$ cat src/rtl/lcd_seq_pkg.sv
// Shared definitions for the LCD message sequencer: FSM state encoding and
// width helpers used to size the item bus and the shared timer.
package lcd_seq_pkg;

    localparam logic [2:0] IDLE      = 3'd0;
    localparam logic [2:0] RD_DB     = 3'd1;
    localparam logic [2:0] LATCH     = 3'd2;
    localparam logic [2:0] START     = 3'd3;
    localparam logic [2:0] WAIT_DONE = 3'd4;
    localparam logic [2:0] DWELL     = 3'd5;

    // Items are numbered 1..n, so the bus must also hold the value n itself.
    function automatic int item_width(input int n);
        return $clog2(n + 1);
    endfunction

    function automatic int timer_width(input int a, input int b);
        return $clog2(((a > b) ? a : b) + 1);
    endfunction

endpackage

$ cat src/rtl/lcd_seq_timer.sv
// Down-counter shared by the dwell and lcd-timeout phases; a load overrides
// counting, otherwise it decrements and parks at zero.
module lcd_seq_timer #(
    parameter int W = 8
) (
    input  logic         clk,
    input  logic         rst_n,
    input  logic         load,
    input  logic [W-1:0] load_value,
    output logic [W-1:0] value,
    output logic         zero
);

    // NOTE: sequential state uses non-blocking assignments so every flop
    // samples pre-edge values regardless of statement order.
    always_ff @(posedge clk or negedge rst_n) begin
        if (!rst_n) begin
            value <= '0;
        end else if (load) begin
            value <= load_value;
        end else if (value != '0) begin
            value <= value - W'(1);
        end
    end

    assign zero = (value == '0);

endmodule

$ cat src/rtl/lcd_msg_sequencer.sv
// Background item scan plus urgent-message pre-emption in front of the lcd
// driver; one message in flight at a time, with dwell between messages.
module lcd_msg_sequencer
    import lcd_seq_pkg::*;
#(
    parameter int NUM_ITEMS      = 3,
    parameter int QTY_W          = 3,
    parameter int PRICE_W        = 8,
    parameter int MSG_W          = 4,
    parameter int SCAN_MSG_BASE  = 0,
    parameter int DWELL_CYCLES   = 16,
    parameter int TIMEOUT_CYCLES = 4096,
    localparam int ITEM_W        = item_width(NUM_ITEMS)
) (
    input  logic               clk,
    input  logic               rst_n,
    input  logic               scan_en,
    input  logic               cyclic,
    input  logic               req_valid,
    output logic               req_ready,
    input  logic [MSG_W-1:0]   req_msg,
    input  logic [ITEM_W-1:0]  req_item,
    output logic               db_rd,
    output logic [ITEM_W-1:0]  db_addr,
    input  logic [QTY_W-1:0]   db_qty,
    input  logic [PRICE_W-1:0] db_price,
    output logic               lcd_start,
    input  logic               lcd_done,
    output logic [ITEM_W-1:0]  lcd_item,
    output logic [QTY_W-1:0]   lcd_qty,
    output logic [PRICE_W-1:0] lcd_price,
    output logic [MSG_W-1:0]   lcd_msg_index,
    output logic               busy,
    output logic               pass_done,
    output logic               lcd_timeout
);

    localparam int TMR_W        = timer_width(DWELL_CYCLES, TIMEOUT_CYCLES);
    localparam int DWELL_LOAD   = (DWELL_CYCLES > 0) ? DWELL_CYCLES - 1 : 0;
    localparam int TIMEOUT_LOAD = (TIMEOUT_CYCLES > 0) ? TIMEOUT_CYCLES - 1 : 0;

    logic [2:0]        state, next_state;
    logic [ITEM_W-1:0] item_q, ptr;
    logic [MSG_W-1:0]  msg_q, scan_msg;
    logic              is_scan_q, armed;
    logic              accept, scan_go, leave_wait, wrap;
    logic              tmr_load, tmr_zero;
    logic [TMR_W-1:0]  tmr_load_value, tmr_value;

    // Gated by rst_n so the handshake is closed while reset is held.
    assign req_ready  = (state == IDLE) && rst_n;
    assign accept     = req_valid && req_ready;
    assign scan_go    = (state == IDLE) && !req_valid && scan_en && armed;
    assign scan_msg   = MSG_W'(SCAN_MSG_BASE) + MSG_W'(ptr);

    // A timed-out message still counts as shown, so both exits advance the scan.
    assign leave_wait = (state == WAIT_DONE) && (lcd_done || tmr_zero);
    assign wrap       = leave_wait && is_scan_q && (ptr == ITEM_W'(NUM_ITEMS));

    assign db_rd       = (state == RD_DB);
    assign db_addr     = db_rd ? item_q : '0;
    assign lcd_start   = (state == START);
    assign busy        = (state != IDLE);
    assign pass_done   = wrap;
    assign lcd_timeout = (state == WAIT_DONE) && !lcd_done && tmr_zero;

    // NOTE: every always_comb output gets a default first so no path leaves
    // it unassigned and infers a latch.
    always_comb begin
        next_state     = state;
        tmr_load       = 1'b0;
        tmr_load_value = '0;
        case (state)
            IDLE:      if (accept || scan_go) next_state = RD_DB;
            RD_DB:     next_state = LATCH;
            LATCH:     next_state = START;
            START: begin
                next_state     = WAIT_DONE;
                tmr_load       = 1'b1;
                tmr_load_value = TMR_W'(TIMEOUT_LOAD);
            end
            WAIT_DONE: begin
                if (leave_wait) begin
                    if (DWELL_CYCLES == 0) begin
                        next_state = IDLE;
                    end else begin
                        next_state     = DWELL;
                        tmr_load       = 1'b1;
                        tmr_load_value = TMR_W'(DWELL_LOAD);
                    end
                end
            end
            DWELL:     if (tmr_zero) next_state = IDLE;
            default:   next_state = IDLE;
        endcase
    end

    always_ff @(posedge clk or negedge rst_n) begin
        if (!rst_n) begin
            state     <= IDLE;
            item_q    <= '0;
            msg_q     <= '0;
            is_scan_q <= 1'b0;
        end else begin
            state <= next_state;
            if (accept) begin
                item_q    <= req_item;
                msg_q     <= req_msg;
                is_scan_q <= 1'b0;
            end else if (scan_go) begin
                item_q    <= ptr;
                msg_q     <= scan_msg;
                is_scan_q <= 1'b1;
            end
        end
    end

    // A one-shot pass disarms on wrap and re-arms once scan_en is seen low.
    always_ff @(posedge clk or negedge rst_n) begin
        if (!rst_n) begin
            ptr   <= ITEM_W'(1);
            armed <= 1'b1;
        end else begin
            if (leave_wait && is_scan_q) begin
                ptr <= wrap ? ITEM_W'(1) : ptr + ITEM_W'(1);
            end
            if (wrap && !cyclic) begin
                armed <= 1'b0;
            end else if (!scan_en) begin
                armed <= 1'b1;
            end
        end
    end

    always_ff @(posedge clk or negedge rst_n) begin
        if (!rst_n) begin
            lcd_item      <= '0;
            lcd_qty       <= '0;
            lcd_price     <= '0;
            lcd_msg_index <= '0;
        end else if (state == LATCH) begin
            lcd_item      <= item_q;
            lcd_qty       <= db_qty;
            lcd_price     <= db_price;
            lcd_msg_index <= msg_q;
        end
    end

    lcd_seq_timer #(.W(TMR_W)) u_timer (
        .clk        (clk),
        .rst_n      (rst_n),
        .load       (tmr_load),
        .load_value (tmr_load_value),
        .value      (tmr_value),
        .zero       (tmr_zero)
    );

endmodule

$ cat config.mk
export PLATFORM = sky130hd
export DESIGN_NAME = lcd_msg_sequencer
export DESIGN_NICKNAME = d
export VERILOG_FILES = /design/src/rtl/lcd_seq_pkg.sv /design/src/rtl/lcd_seq_timer.sv /design/src/rtl/lcd_msg_sequencer.sv
export SDC_FILE = /design/constraint.sdc
export NUM_CORES = 1
export LEC_CHECK = 0
export CAP_MARGIN = 10
export CORE_MARGIN = 2
export CORE_UTILIZATION = 50
export DETAILED_ROUTE_END_ITERATION = 10
export MAX_ROUTING_LAYER = met4
export PLACE_DENSITY = 0.79
export SLEW_MARGIN = 25
export SYNTH_ARGS = -nofsm -noshare
export SYNTH_HDL_FRONTEND = slang
export SYNTH_HIERARCHICAL = 1
export SYNTH_SLANG_ARGS = --single-unit
$ cat constraint.sdc
create_clock -name clk -period 3.1 [get_ports clk]
set_input_delay 0.62 -clock clk [delete_from_list [all_inputs] [get_ports clk]]
set_output_delay 0.62 -clock clk [all_outputs]
set_load 0.02 [all_outputs]
==> results of run 1 <==
worst reg2reg max path: cells and delay by family (launching register included):
| kind | cells | cell delay (ps) |
|---|---|---|
| AND/OR/NAND/NOR | 4 | 1250 |
| flip-flops | 1 | 440 |
| AO/OA/AOI/OAI | 2 | 320 |
| buffers and inverters | 1 | 170 |
power breakdown:
part / total (mW) / switching (mW) / internal (mW)
combinational: 1.41 / 0.693 / 0.715
sequential: 1.06 / 0.232 / 0.828
clock: 0.517 / 0.195 / 0.322
total: 2.99 / 1.12 / 1.87
cell type report:
type | count | area [um2]
flip-flops and latches | 43 | 1080
well taps | 50 | 62.6
clock buffers | 6 | 72.6
fillers | 301 | 1250
clock inverters | 2 | 60.1
repair buffers | 52 | 508
inverters | 11 | 41.3
multi-input cells | 127 | 987
flip-flops by register name, indices dropped and copies added, names as in the netlist:
name / cells
is_scan_q: 1
lcd_price: 8
state: 3
u_timer/value: 13
lcd_msg_index: 4
item_q: 2
armed: 1
lcd_qty: 3
lcd_item: 2
msg_q: 4
ptr: 2
metal layers:
| metal | up-vias | track usage | part of all wire |
|---|---|---|---|
| li1 | 757 | - | - |
| met1 | 784 | 0.263 | 0.45 |
| met2 | 50 | 0.306 | 0.46 |
| met3 | 9 | 0.0712 | 0.068 |
| met4 | 0 | 0.0784 | 0.020 |
| met5 | - | - | 0 |
per-stage QoR:
step	utilization	power, mW
floorplan	-	1.96
global placement	0.655	2.42
detailed placement	0.655	2.44
CTS	0.690	3.00
global route	0.693	3.17
finish	0.693	2.99
logic make-up after synthesis:
kind of cell / after synthesis / synth area share
mux: 21 / 0.111
buf+inv: 17 / 0.0415
flops: 43 / 0.504
other cells: 1 / 0.00175
compound gates: 29 / 0.0936
fa+ha+maj: 3 / 0.0175
xor+xnor: 11 / 0.0450
simple gates: 62 / 0.185
timing repair:
item,CTS,global route
resized for setup,1,3
setup endpoints to repair,2,2
gates cloned,0,0
layout by cell type, fill, tap and decap left out, types with 5 or more instances in the layout:
| master | n |
|---|---|
| buf_4 | 5 |
| clkbuf_8 | 5 |
| clkdlybuf4s50_1 | 44 |
| dfrtp_1 | 41 |
| inv_1 | 9 |
| mux2_2 | 18 |
| nand2_1 | 20 |
| nor2_1 | 7 |
| o21ai_0 | 10 |
| xnor2_1 | 8 |
worst paths after layout:
kind | start | endpoint | slack, ps
setup / recovery | state[0] | db_addr[0] | 350
hold / removal | rst_n | u_timer/value[7] | 440
setup reg to reg | u_timer/value[6] | u_timer/value[8] | 770
hold reg to reg | msg_q[2] | msg_q[2] | 510
max in group asynchronous | rst_n | armed | 2280
min in group clk | msg_q[2] | msg_q[2] | 510
==> metrics, run 1 <==
fin area 0.00281 mm2; # rows 23; TNS Setup 0 ps; RSZ-0062 raised after global routing false; Max Slew Vio Count 0; GRT Total Usage 0.207; period utilization 0.886; antenna-violating nets left 0; Congestion Overflow GR 0; WL per Instance 15.6 um; Post-CTS Setup Bufs 0; first-pass GRT wire length ~7600 um; DRT Pass-1 Iters 4; placed cell count roughly 280; Area Growth Syn to Fin 31.3%; HPWL Detailed about 3000 um; Placed Area roughly 0.0027 mm2; crit path DAT roughly 2100 ps; Fin. Hold Viols 0; hold_buf cts 0; CTS tree built; warnings from Yosys 6; vias in the first global route about 1600; Clock H-tree levels 2; leakage between 1 and 1.5 nW; Die Height between 60 and 70 um; gpl congestion 0.891; fmax between 300 and 400 MHz; DR DRC count 0; antenna violations before repair 0; Die X roughly 70 um; ys flop type dfrtp_1; final number of setup-violating endpoints 0; Reg clk slew, reported paths 80 ps; CP Depth 3; HP Class input pin to async pin; antenna cell count 0; largest net degree at the start of global routing between 40 and 50; VDD IR max 0.554 mV; Worst setup EP type output port; asr flop ratio synth 1.00; Synth top cells by count dfrtp_1, nand2_1, mux2_2; Max Cap Viol 0; pre-CTS WS roughly 400 ps; syn nets around 210; Max FO, Critical Path 8; TritonCTS sink count 43; Crit path max-delay family simple AND/OR/NAND/NOR gates; Final min period 2750 ps; worst hold margin between 400 and 500 ps; share of post-route cells with drive strength above 1 0.207; number of synthesized register bits 43; Post-synth EDFFs 0; I/O pins 48; Worst-Margin Slew 550 ps; Post-Layout Cell Count 291; CTS buffer count 5; WL final about 4500 um; Worst-Skew Late Latency approximately 300 ps; register area share after synthesis 0.504; Vias per Instance ~5.5; die area around 0.0048 mm2; CTS Root Cell clkbuf_8; top cells by area, synth dfrtp_1, mux2_2, nand2_1, xnor2_1, dfstp_2; skew final approximately 6.7 ps; Distinct cells, synth between 50 and 60; Max-slew headroom 0.634; CP cell instances nor3b_1, and2_1, clkdlybuf4s50_1; post-synth top area share 0.480; max incr delay on CP roughly 600 ps; Starting Density 0.527; Worst R2R Path Depth 7; synthesized area approximately 0.0021 mm2; number of I/O port buffers 47; Mapped Cells ~190; Clock Path Buffers 2; CP Class flop to output port; status finished, final reports clean; PwrDens roughly 1100 mW/mm2; Worst setup SP type flop; slowest stage cell on the critical path clkdlybuf4s50_1; DR vias 1600; cell accounting for the most synthesized area dfrtp_1; Avg Cell Area, Syn approximately 11 um2; DRT iter0 DRCs between 90 and 100; CP bufs+invs 1; nets@finish between 200 and 300; worst path required time roughly 2500 ps; Final WS setup between 300 and 400 ps; count leader, synth dfrtp_1; Placeable Area about 0.0041 mm2
No activity file was read; power rests on OpenSTA's default activity.
==> run 2, diff against run 1 <==
==> constraint.sdc (replaced) <==
create_clock -name clk -period 3.1 [get_ports clk]
set_input_delay 0.465 -clock clk [delete_from_list [all_inputs] [get_ports clk]]
set_output_delay 0.465 -clock clk [all_outputs]
set_load 0.02 [all_outputs]
==> run 2 against run 1 <==
- sequential share of layout area increased by 0.86 points
- largest cell class unchanged
- sequential power about the same
- flip-flop and latch count stayed put
- wire length shrank 6.8%
==> metrics, run 2 (synthesis gave the netlist of run 1 again) <==
status finished, final reports clean; leakage 1.16 nW (-5.2%); I/O pins 48 (unchanged); CTS buffer count 5 (unchanged); CTS tree built; fmax 337 MHz (-7.5%); Clock H-tree levels 2 (unchanged); die area 0.00482 mm2 (unchanged); Max Slew Vio Count 0 (unchanged); Max FO, Critical Path 7 (-1); Top Usage Layer GRT met2; Vias per Instance 5.38 (-2.1%); Largest register FFs 13 (unchanged); Die X 69.4 um (unchanged); Worst-Margin Slew 556 ps (+5.80 ps); Starting Density 0.527 (unchanged); largest net degree at the start of global routing 46 (unchanged); Reg clk slew, reported paths 80 ps (about the same); antenna-violating nets left 0 (unchanged); Congestion Overflow GR 0 (unchanged); Placeable Area 0.00406 mm2 (unchanged); Largest Register u_timer/value; met1 GRT Util 0.263 (-0.000401); DRT iter0 DRCs 62 (-33%); most frequent cells in the layout clkdlybuf4s50_1, dfrtp_1, nand2_1; Power, Total 2.78 mW (-7.0%); HP Class input pin to async pin; first-pass GRT wire length 7430 um (-2.6%); Regs by FF count u_timer/value x13, lcd_price x8; fin area 0.00275 mm2 (-2.2%); Reg-to-Reg Start u_timer/value[6]; commonest non-fill, non-tap cell in the layout clkdlybuf4s50_1; Placed Area 0.00266 mm2 (unchanged); met3 Usage GRT 0.0552 (-0.0160); vias in the first global route 1515 (-3.1%); DR vias 1566 (-2.1%); skew final 11.5 ps (+4.77 ps); Worst R2R Setup Slack 880 ps (+110 ps); antenna violations before repair 0 (unchanged); CP Class flop to output port; Max-slew headroom 0.630 (-0.00387); crit path DAT 2510 ps (+380 ps); period utilization 0.958 (+0.0721); TNS Setup 0 ps (unchanged); Clock Path Buffers 2 (unchanged); met2 Usage GRT 0.306 (unchanged); Fin. Hold Viols 0 (unchanged); antenna cell count 0 (unchanged); RSZ-0062 raised after global routing false; # rows 23 (unchanged); nets@finish 266 (unchanged); Die Height 69.4 um (unchanged); Max Cap Viol 0 (unchanged); final number of setup-violating endpoints 0 (unchanged); number of I/O port buffers 47 (unchanged); fillers 319 (+6.0%); PwrDens 1010 mW/mm2 (-4.9%); TritonCTS sink count 43 (unchanged); CTS Root Cell clkbuf_8; CP startpoint u_timer/value[6]; Post-CTS Setup Bufs 0 (unchanged); Worst setup SP type flop; HPWL Detailed 3040 um (-1.6%); share of post-route cells with drive strength above 1 0.207 (unchanged); pre-CTS WS 479 ps (+77.1 ps); WL final 4230 um (-6.8%); Final WS setup 129 ps (-223 ps); VDD IR max 0.544 mV (-1.9%); WL per Instance 14.5 um (-6.8%); Area Growth Syn to Fin 28.5%; gpl congestion 0.868 (-2.6%); Final min period 2970 ps (+223 ps); DRT Pass-1 Iters 4 (unchanged); GRT Total Usage 0.204 (-0.00280); Worst-Skew Late Latency 290 ps (about the same); worst path required time 2630 ps (+150 ps); Worst setup EP type output port; DR DRC count 0 (unchanged)
-- run 2: changes by cell type in the layout (fill, tap and decap cells not counted), sizes merged --
| cell | previous run | this run |
|---|---|---|
| dlymetal6s2s | 2 | 0 |
| bufinv | 2 | 0 |
| clkdlybuf4s50 | 44 | 46 |
| clkinvlp | 0 | 1 |
| clkinv | 0 | 1 |
-- run 2: final cells by class --
cell class                      instances  area (um2)  area share
Clock buffer                            6        72.6      0.0264
Clock inverter                          2        12.5     0.00455
Inverter                               11        41.3      0.0150
Multi-Input combinational cell        127         978       0.356
Sequential cell                        43        1080       0.392
Tap cell                               50        62.6      0.0228
Timing Repair Buffer                   52         503       0.183
-- run 2: timing repair --
action                     CTS  global route
gates resized for setup      0             1
setup endpoints to repair    0             2
hold endpoints to repair     0             0
hold buffers                 0             0
-- run 2: critical path, stage by stage, from the launching register on --
cell and delay (ps):
dfrtp_1 410, nor4_2 460, nand4b_1 240, inv_2 180, inv_1 70, nor3b_1 220, clkdlybuf4s50_1 640
-- run 2: through the flow --
stage,std cells,hold WS [ps],util
finish,291,287,0.677
global route,291,327,0.677
CTS,291,293,0.676
detailed placement,283,485,0.655
global placement,283,480,0.655
floorplan,187,169,-
-- run 2: final timing paths --
path | cells past startpoint | end
worst max-delay path | 6 | lcd_timeout
worst min-delay path | 2 | lcd_price[1]
worst max register to register | 9 | u_timer/value[4]
worst min register to register | 1 | msg_q[3]
max in group asynchronous | 2 | u_timer/value[12]
min in group clk | 1 | msg_q[3]
-- run 2: where the power goes --
| part | leakage (nW) | total, mW | switching [mW] | internal (mW) |
|---|---|---|---|---|
| clock network | 0.0412 | 0.342 | 0.185 | 0.157 |
| registers | 0.525 | 1.05 | 0.222 | 0.829 |
| logic | 0.592 | 1.38 | 0.674 | 0.710 |
| total | 1.16 | 2.78 | 1.08 | 1.70 |
-- run 2: routing by layer --
| layer | part of all wire | vias up |
|---|---|---|
| met5 | 0 | - |
| met2 | 0.47 | 49 |
| met1 | 0.46 | 753 |
| met3 | 0.048 | 5 |
| met4 | 0.017 | 0 |
| li1 | - | 759 |
==> RTL edit: new RTL, settings of run 2 <==
Put a register stage on the output `lcd_timeout`, without a reset. The value now appears one clock later. The other outputs are not delayed to match.
--- a/src/rtl/lcd_msg_sequencer.sv
+++ b/src/rtl/lcd_msg_sequencer.sv
@@ -63,5 +63,7 @@
     assign busy        = (state != IDLE);
     assign pass_done   = wrap;
-    assign lcd_timeout = (state == WAIT_DONE) && !lcd_done && tmr_zero;
+    always_ff @(posedge clk) begin
+        lcd_timeout <= (state == WAIT_DONE) && !lcd_done && tmr_zero;
+    end
 
     // NOTE: every always_comb output gets a default first so no path leaves
Check against the original RTL: same outputs for any inputs over 10 cycles, from zero or initial values and one cycle with rst_n low; that may be too few to reach the edited logic, so the function may still have changed.
==> RTL edit against run 2 <==
  * Via count fell by 2.5%
  * Clock power about the same
  * Routed wire length increased by 1.2%
  * Total power shrank 0.30%
  * Cell area is 0.27% higher
  * Setup slack improved by 0.16 ns
  * Sequential share of layout area is 0.62 points higher
  * Synthesized area decreased by 0.29%
  * Sequential cell count rose by 1
  * Core utilization rose by 0.19 points
  * Highest routed layer unchanged
==> RTL edit: results (changes against run 2) <==
* Peak supply drop at 0.5664 mV (+4.2%)
* GP Congestion at 0.8054 (-7.2%)
* Area share of fa/ha/maj cells after synthesis at 1.760% (+0.0051 points)
* Compound-Gate Fraction of Synth Area at 8.856% (-0.50 points)
* Avg WL per Cell at 14.91 microns (+2.6%)
* Overall power at 2.768 mW (-0.30%)
* Outcome: finished clean
* Most frequent cells after synthesis: dfrtp_1 (41), mux2_2 (20), nand2_1 (18)
* FF-to-FF setup slack at 0.65 ns (-0.23 ns)
* Setup crit end: pass_done
* Max FO, Critical Path at 6 (-1)
* # placed instances at 280 (-1.1%)
* Leakage at 1.163 nW (+0.38%)
* Critical Path AT at 2.35 ns (-0.16 ns)
* Xor/xnor share of the synthesized area at 4.516% (+0.013 points)
* Post-synthesis sequential area ratio at 51.50% (+1.1 points)
* Global-route met2 utilization at 30.77% (+0.21 points)
* First-pass GRT wire length at 7.521 mm (+1.2%)
* Worst Tran Pin Value at 0.5549 ns (-0.0006791 ns)
* Vias in the first global route at 1,538 (+1.5%)
* Metal1 wirelength at 2.045 mm (+4.0%)
* Routed wl met2 at 2.003 mm (+0.81%)
* Tcrit/Tclk final at 90.71% (-5.1 points)
* Worst reg-to-reg path cell count at 8 (-1)
* Worst slack at placement at 0.2583 ns (-0.2205 ns)
* Fin Hold WS at 0.2921 ns (+0.004867 ns)
* Met3 wire len at 183 microns (-10%)
* Nets at 263 (-1.1%)
* Layout cells sized above 1 at 21.10% (+0.35 points)
* FF-to-FF End: u_timer/value[5]$_DFFE_PN0P_
* Slowest CP cell: dfrtp_1
* Slowest cell delay on critical path at 0.43 ns (-0.21 ns)
* Vias/cell at 5.321 (-1.1%)
* HPWL Detailed at 3.122 mm (+2.7%)
* FFs w/ async S/R, synth at 97.73% (-2.3 points)
* Initial DRC Count at 46 (-26%)
* Via count at 1,527 (-2.5%)
* P_clk at 0.341 mW (about the same)
[RTL edit: cell count changes after synthesis, sizes merged, moves of 2 or more]
cell            run 2  this run
o21ai              15        11
a31oi               0         2
inv                11         8
o31ai               1         3
or3                 2         4
a2bb2oi             2         0
nand3b              2         0
nand2              20        18
[RTL edit: repair_timing]
item                                    4_1_cts  5_1_grt
resized for setup                             3        0
endpoints found under the setup margin        1        0
setup buffers                                 0        0
hold endpoints to repair                      0        0
[RTL edit: layout make-up]
cell class | instances | area, sq um | share of cell area, %
timing repair buffer | 51 | 494.2 | 17.93
clock inverter | 2 | 12.51 | 0.4539
multi-input combinational | 126 | 984.7 | 35.72
tap | 50 | 62.56 | 2.270
clock buffer | 5 | 68.82 | 2.497
sequential | 44 | 1099 | 39.85
inverter | 9 | 35.03 | 1.271
[RTL edit: worst register-to-register path: cells and delay by family, from the launching register on]
family          cells  cell delay (ns)
simple gates        5             1.47
buf+inv             1             0.15
compound gates      2             0.28
flops               1             0.43
